===== src/rtl/jtag_tap_controller_if.sv =====
// jtag_tap_controller_if: TAP pins and core-side datapath signals of the JTAG controller
interface jtag_tap_controller_if #(parameter int IR_WIDTH = 4, parameter int DR_WIDTH = 8);
  logic TMS, TDI, TDO, TDO_EN, SHIFTDR, UPDATE_STB;
  logic [DR_WIDTH-1:0] CORE_LOGIC_DATA, DR_UPDATE;
  logic [IR_WIDTH-1:0] IR_OUT;
  logic [3:0] TAP_STATE;
  modport master (output TMS, TDI, CORE_LOGIC_DATA,
                  input TDO, TDO_EN, SHIFTDR, DR_UPDATE, UPDATE_STB, IR_OUT, TAP_STATE);
  modport slave (input TMS, TDI, CORE_LOGIC_DATA,
                 output TDO, TDO_EN, SHIFTDR, DR_UPDATE, UPDATE_STB, IR_OUT, TAP_STATE);
endinterface


===== src/rtl/jtag_tap_controller.sv =====
// jtag_tap_controller: 1149.1 TAP FSM with IR, IDCODE, BYPASS and core data registers
module jtag_tap_controller #(
  parameter int IR_WIDTH = 4,
  parameter int DR_WIDTH = 8,
  parameter logic [31:0] IDCODE_VALUE = 32'h0DDC_0DE1,
  parameter logic [IR_WIDTH-1:0] OP_IDCODE = 4'h1,
  parameter logic [IR_WIDTH-1:0] OP_CORE_DATA = 4'h2
) (
  input logic TCK,
  input logic TRST,
  jtag_tap_controller_if.slave tap
);
  typedef enum logic [3:0] {
    TLR, RTI, SELDR, CAPDR, SHDR, EX1DR, PSDR, EX2DR, UPDR,
    SELIR, CAPIR, SHIR, EX1IR, PSIR, EX2IR, UPIR
  } state_t;
  state_t state, next;
  logic [IR_WIDTH-1:0] ir, ir_sr;
  logic [31:0] id_sr;
  logic [DR_WIDTH-1:0] dr_sr, dr_update;
  logic byp, stb, shiftdr, sel_id, sel_core;
  always_ff @(posedge TCK)
    state <= !TRST ? TLR : next;
  always_comb begin
    next = state;
    case (state)
      TLR:          next = tap.TMS ? TLR   : RTI;
      RTI:          next = tap.TMS ? SELDR : RTI;
      SELDR:        next = tap.TMS ? SELIR : CAPDR;
      SELIR:        next = tap.TMS ? TLR   : CAPIR;
      CAPDR, SHDR:  next = tap.TMS ? EX1DR : SHDR;
      EX1DR:        next = tap.TMS ? UPDR  : PSDR;
      PSDR:         next = tap.TMS ? EX2DR : PSDR;
      EX2DR:        next = tap.TMS ? UPDR  : SHDR;
      CAPIR, SHIR:  next = tap.TMS ? EX1IR : SHIR;
      EX1IR:        next = tap.TMS ? UPIR  : PSIR;
      PSIR:         next = tap.TMS ? EX2IR : PSIR;
      EX2IR:        next = tap.TMS ? UPIR  : SHIR;
      UPDR, UPIR:   next = tap.TMS ? SELDR : RTI;
    endcase
  end
  assign sel_id = ir == OP_IDCODE;
  assign sel_core = ir == OP_CORE_DATA;
  // Capture on the edge taken in CAPTURE, shift on edges taken in SHIFT, update on the UPDATE edge
  always_ff @(posedge TCK)
    if (!TRST) begin
      ir <= OP_IDCODE;
      ir_sr <= '0;
      id_sr <= '0;
      dr_sr <= '0;
      byp <= 1'b0;
      dr_update <= '0;
      stb <= 1'b0;
      shiftdr <= 1'b0;
    end else begin
      ir <= next == TLR ? OP_IDCODE : state == UPIR ? ir_sr : ir;
      ir_sr <= state == CAPIR ? IR_WIDTH'(1) : state == SHIR ? {tap.TDI, ir_sr[IR_WIDTH-1:1]} : ir_sr;
      id_sr <= !sel_id ? id_sr : state == CAPDR ? IDCODE_VALUE : state == SHDR ? {tap.TDI, id_sr[31:1]} : id_sr;
      dr_sr <= !sel_core ? dr_sr : state == CAPDR ? tap.CORE_LOGIC_DATA : state == SHDR ? {tap.TDI, dr_sr[DR_WIDTH-1:1]} : dr_sr;
      byp <= sel_id || sel_core ? byp : state == CAPDR ? 1'b0 : state == SHDR ? tap.TDI : byp;
      dr_update <= state == UPDR && sel_core ? dr_sr : dr_update;
      stb <= state == UPDR && sel_core;
      shiftdr <= next == SHDR;
    end
  assign tap.TDO_EN = state == SHDR || state == SHIR;
  assign tap.TDO = state == SHIR ? ir_sr[0] :
                   state != SHDR ? 1'b0 :
                   sel_id ? id_sr[0] : sel_core ? dr_sr[0] : byp;
  assign tap.SHIFTDR = shiftdr;
  assign tap.DR_UPDATE = dr_update;
  assign tap.UPDATE_STB = stb;
  assign tap.IR_OUT = ir;
  assign tap.TAP_STATE = state;
endmodule


===== src/flat_wrapper.sv =====
// flat-port wrapper written by rule: the top's interface ports become plain ports
module jtag_tap_controller_flat 
#(
  parameter int IR_WIDTH = 4,
  parameter int DR_WIDTH = 8,
  parameter logic [31:0] IDCODE_VALUE = 32'h0DDC_0DE1,
  parameter logic [IR_WIDTH-1:0] OP_IDCODE = 4'h1,
  parameter logic [IR_WIDTH-1:0] OP_CORE_DATA = 4'h2
)
  (TCK, TRST, tap_TMS, tap_TDI, tap_CORE_LOGIC_DATA, tap_TDO, tap_TDO_EN, tap_SHIFTDR, tap_DR_UPDATE, tap_UPDATE_STB, tap_IR_OUT, tap_TAP_STATE);
  jtag_tap_controller_if #(.IR_WIDTH(IR_WIDTH), .DR_WIDTH(DR_WIDTH)) tap_i ();
  input logic TCK;
  input logic TRST;
  input wire logic [$bits(tap_i.TMS)-1:0] tap_TMS;
  input wire logic [$bits(tap_i.TDI)-1:0] tap_TDI;
  input wire logic [$bits(tap_i.CORE_LOGIC_DATA)-1:0] tap_CORE_LOGIC_DATA;
  output wire logic [$bits(tap_i.TDO)-1:0] tap_TDO;
  output wire logic [$bits(tap_i.TDO_EN)-1:0] tap_TDO_EN;
  output wire logic [$bits(tap_i.SHIFTDR)-1:0] tap_SHIFTDR;
  output wire logic [$bits(tap_i.DR_UPDATE)-1:0] tap_DR_UPDATE;
  output wire logic [$bits(tap_i.UPDATE_STB)-1:0] tap_UPDATE_STB;
  output wire logic [$bits(tap_i.IR_OUT)-1:0] tap_IR_OUT;
  output wire logic [$bits(tap_i.TAP_STATE)-1:0] tap_TAP_STATE;
  assign tap_i.TMS = tap_TMS;
  assign tap_i.TDI = tap_TDI;
  assign tap_i.CORE_LOGIC_DATA = tap_CORE_LOGIC_DATA;
  assign tap_TDO = tap_i.TDO;
  assign tap_TDO_EN = tap_i.TDO_EN;
  assign tap_SHIFTDR = tap_i.SHIFTDR;
  assign tap_DR_UPDATE = tap_i.DR_UPDATE;
  assign tap_UPDATE_STB = tap_i.UPDATE_STB;
  assign tap_IR_OUT = tap_i.IR_OUT;
  assign tap_TAP_STATE = tap_i.TAP_STATE;
  jtag_tap_controller #(.IR_WIDTH(IR_WIDTH), .DR_WIDTH(DR_WIDTH), .IDCODE_VALUE(IDCODE_VALUE), .OP_IDCODE(OP_IDCODE), .OP_CORE_DATA(OP_CORE_DATA)) u_core (.TCK(TCK), .TRST(TRST), .tap(tap_i));
endmodule

===== config.mk =====
export PLATFORM = sky130hd
export DESIGN_NAME = jtag_tap_controller_flat
export DESIGN_NICKNAME = d
export VERILOG_FILES = /design/src/rtl/jtag_tap_controller_if.sv /design/src/rtl/jtag_tap_controller.sv /design/src/flat_wrapper.sv
export SDC_FILE = /design/constraint.sdc
export NUM_CORES = 1
export LEC_CHECK = 0
export ABC_AREA = 1
export BUFFER_PORTS_ARGS = -buffer_cell sky130_fd_sc_hd__buf_2
export CAP_MARGIN = 0
export CORE_MARGIN = 2
export CORE_UTILIZATION = 25
export CTS_BUF_LIST = sky130_fd_sc_hd__clkbuf_2
export DETAILED_ROUTE_END_ITERATION = 10
export GPL_TIMING_DRIVEN = 1
export PLACE_DENSITY = 0.48
export RECOVER_POWER = 50
export SLEW_MARGIN = 10
export SYNTH_ARGS = -nofsm -noshare
export SYNTH_HDL_FRONTEND = slang
export SYNTH_SLANG_ARGS = --single-unit

===== constraint.sdc =====
create_clock -name TCK -period 2.78 [get_ports TCK]
set_clock_uncertainty 0.2 [all_clocks]
set_input_delay 0.556 -clock TCK [delete_from_list [all_inputs] [get_ports TCK]]
set_output_delay 0.556 -clock TCK [all_outputs]
set_load 0.02 [all_outputs]

==> impl_metrics.env <==
export IMPL_synth_distinct_cells=29
export IMPL_cts_max_path_buffers=2
export IMPL_pin_count=32
export IMPL_p_comb_frac=0.067
export IMPL_grt_max_degree=36
export IMPL_path_cells="nor2_2 -> nand3_2 -> inv_1 -> o21ai_0 -> o21a_1 -> o22ai_2 -> buf_4"
export IMPL_clock_sinks=63
export IMPL_p_leak_nw=1.206
export IMPL_ir_drop_uv=260.0
export IMPL_start_util=0.2561
export IMPL_tightest_slew_ns=0.7832
export IMPL_gr_total_overflow=0
export IMPL_crit_path_top_delay_cell="dfxtp_1"
export IMPL_port_buffer_count=31
export IMPL_netSwitchingFraction=0.2536
export IMPL_yosysWarnings=0
export IMPL_vias=2407
export IMPL_antenna_found_initial=0
export IMPL_fin_setup_tns_ns=0
export IMPL_ys_top_cells_by_area="dfxtp_1 48%, nand2_1 8.9%, nor2_1 7.3%"
export IMPL_post_place_ws_ns=0.6604
export IMPL_cts_made_buffers=9
export IMPL_dieArea_um2=11310
export IMPL_htreeDepth=3
export IMPL_syn_avg_cell_area_um2=7.443
export IMPL_critPathArrivalTime_ns=1.74
export IMPL_critPathMaxFanout=5
export IMPL_p_per_area_nw_per_um2=558.7
export IMPL_grt_pass1_wl_mm=10.54
export IMPL_gp_congestion=0.9127
export IMPL_clkLatencyLatePin_ns=0.48
export IMPL_cts_tree="yes"
export IMPL_drc=0
export IMPL_cts_root_buf="clkbuf_2"
export IMPL_wl_per_cell_um=11.91
export IMPL_final_setup_viol_count=0
export IMPL_critical_path_class="reg2out"
export IMPL_yosysSeqAreaShare=0.4814
export IMPL_diodes=0
export IMPL_rows=37
export IMPL_slew_headroom=0.4773
export IMPL_coreArea_um2=10230
export IMPL_dr_pass1_iters=4
export IMPL_synthCells=352
export IMPL_slew_viol_final=0
export IMPL_drtIter0Drc=164
export IMPL_cp_end_kind="primary output"
export IMPL_drt_total_wl_mm=6.218
export IMPL_hold_viol=0
export IMPL_die_w_um=106.4
export IMPL_clk_pin_slew_worst_paths_ns=0.19
export IMPL_period_share=0.8991
export IMPL_fmax_mhz=400.1
export IMPL_die_h_um=106.4
export IMPL_layout_commonest_cell="nand2_1"
export IMPL_synthesis_area_um2=2620
export IMPL_maxCapViolCount=0
export IMPL_synth_nets=364
export IMPL_final_cell_mix="64 x nand2_1, 61 x dfxtp_1, 52 x nor2_1, 24 x nand3_1, 23 x o21ai_0"
export IMPL_yosys_register_bits=63
export IMPL_slowest_delay_ns=0.36
export IMPL_net_switching_power_mw=0.4248
export IMPL_nets=393
export IMPL_grt_use_total=0.1167
export IMPL_startpoint_type="flop"
export IMPL_synth_top_area_cell="dfxtp_1"
export IMPL_fin_ws_ns=0.2804
export IMPL_syn_to_final_growth_pct=14.42
export IMPL_grt_pass1_vias=2184
export IMPL_dp_hpwl_mm=4.218
export IMPL_layout_min_cycle_time_ns=2.500
export IMPL_ant_nets=0
export IMPL_drt_vias_per_instance=4.611
export IMPL_p_int_mw=1.250
export IMPL_p_seq_frac=0.556
export IMPL_ctsHoldBuffers=0
export IMPL_drive_gt1_frac=0.1373
export IMPL_status="complete, no violations"
export IMPL_clockPowerShare=0.377
export IMPL_synth_top_area_frac=0.4814
export IMPL_hp_class="in2reg"
export IMPL_rsz0062_at_grt="false"
export IMPL_worstPathRequired_ns=2.02
## state kept, by name, indices dropped and copies added, names as in the netlist
name                   flops
u_core.tap.TAP_STATE       4
u_core.tap.UPDATE_STB      1
u_core.ir_sr               4
u_core.tap.DR_UPDATE       8
u_core.tap.IR_OUT          4
u_core.id_sr              32
u_core.dr_sr               8
u_core.tap.SHIFTDR         1
u_core.byp                 1
## layout make-up
cell class,count,area (um2)
multi-input cells,249,1176
flip-flops and latches,63,1264
inverters,22,82.58
fillers,1138,7233
repair buffers,36,170.2
well taps,136,170.2
clock inverters,6,85.08
clock buffers,10,50.05
## routing by layer
metal | GRT usage | vias to the layer above | wire, um
met5 | 0 | - | 0
met4 | 0.04417 | 0 | 127
met3 | 0.04169 | 11 | 303
met2 | 0.1822 | 40 | 2821
met1 | 0.1470 | 1111 | 2964
li1 | - | 1245 | -
## cell families after synthesis
group | Yosys count | share of synthesized area
compound gates | 78 | 0.1619
buf+inv | 40 | 0.06924
flops | 63 | 0.4814
mux | 2 | 0.007641
simple gates | 169 | 0.2798
## through the flow
| step | util | instances | hold slack [ns] | power (mW) | instance area (um2) |
|---|---|---|---|---|---|
| 6_report | 0.2930 | 522 | 0.1149 | 1.675 | 2998 |
| 3_5_place_dp | 0.2812 | 505 | 0.2593 | 1.064 | 2877 |
| 4_1_cts | 0.2944 | 521 | 0.06764 | 1.705 | 3012 |
| 5_1_grt | 0.2930 | 522 | 0.05948 | 1.761 | 2998 |
| 2_1_floorplan | - | 352 | 0.2447 | 1.032 | 2620 |
| 3_3_place_gp | 0.2812 | 505 | 0.2551 | 1.065 | 2877 |
## cells in the mapped netlist
| cell type | count |
|---|---|
| o21a_1 | 1 |
| buf_4 | 1 |
| nand4_1 | 4 |
| mux2i_1 | 2 |
| nand2_4 | 1 |
| a21oi_1 | 22 |
| a211oi_1 | 2 |
| inv_2 | 10 |
| buf_1 | 1 |
| buf_2 | 4 |
| nor2_1 | 51 |
| o21ai_1 | 15 |
| a31oi_1 | 10 |
| nor3_1 | 16 |
| a311oi_1 | 1 |
| dfxtp_1 | 63 |
| nor2_2 | 4 |
| o211ai_1 | 1 |
| a221oi_1 | 1 |
| inv_1 | 12 |
| o22ai_1 | 1 |
| nand3_1 | 25 |
| buf_6 | 3 |
| nand2_2 | 5 |
| clkbuf_1 | 9 |
| nor2_4 | 1 |
| nand2_1 | 62 |
| o21ai_0 | 23 |
| o21bai_1 | 1 |
## power by group through the flow
stage | clock (mW) | combinational (mW) | sequential (mW)
2_1_floorplan | 0 | 0.0826 | 0.949
3_3_place_gp | 0 | 0.116 | 0.949
3_5_place_dp | 0 | 0.115 | 0.950
4_1_cts | 0.658 | 0.115 | 0.931
5_1_grt | 0.698 | 0.128 | 0.934
6_report | 0.632 | 0.112 | 0.931
## worst max-delay path, delay by kind of cell (launching register included)
family	cells	cell delay [ns]
DFF	1	0.36
AOI/OAI and AO/OA	3	0.36
and+or+nand+nor	2	0.31
buffers and inverters	2	0.26
## what timing repair did
action	CTS	global route
gates resized for setup	0	8
buffers inserted	0	1
setup endpoints to repair	0	2
## worst paths after layout
path | from | endpoint | slack [ns] | depth (start not counted)
hold / removal | tap_CORE_LOGIC_DATA[4] | u_core.dr_sr[4] | 0.11 | 3
setup / recovery | u_core.tap.IR_OUT[3] | tap_TDO | 0.28 | 7
hold reg to reg | u_core.id_sr[16] | u_core.id_sr[16] | 0.28 | 2
setup reg to reg | u_core.tap.TAP_STATE[3] | u_core.id_sr[28] | 0.36 | 7
(Power assumes the default switching activity.)
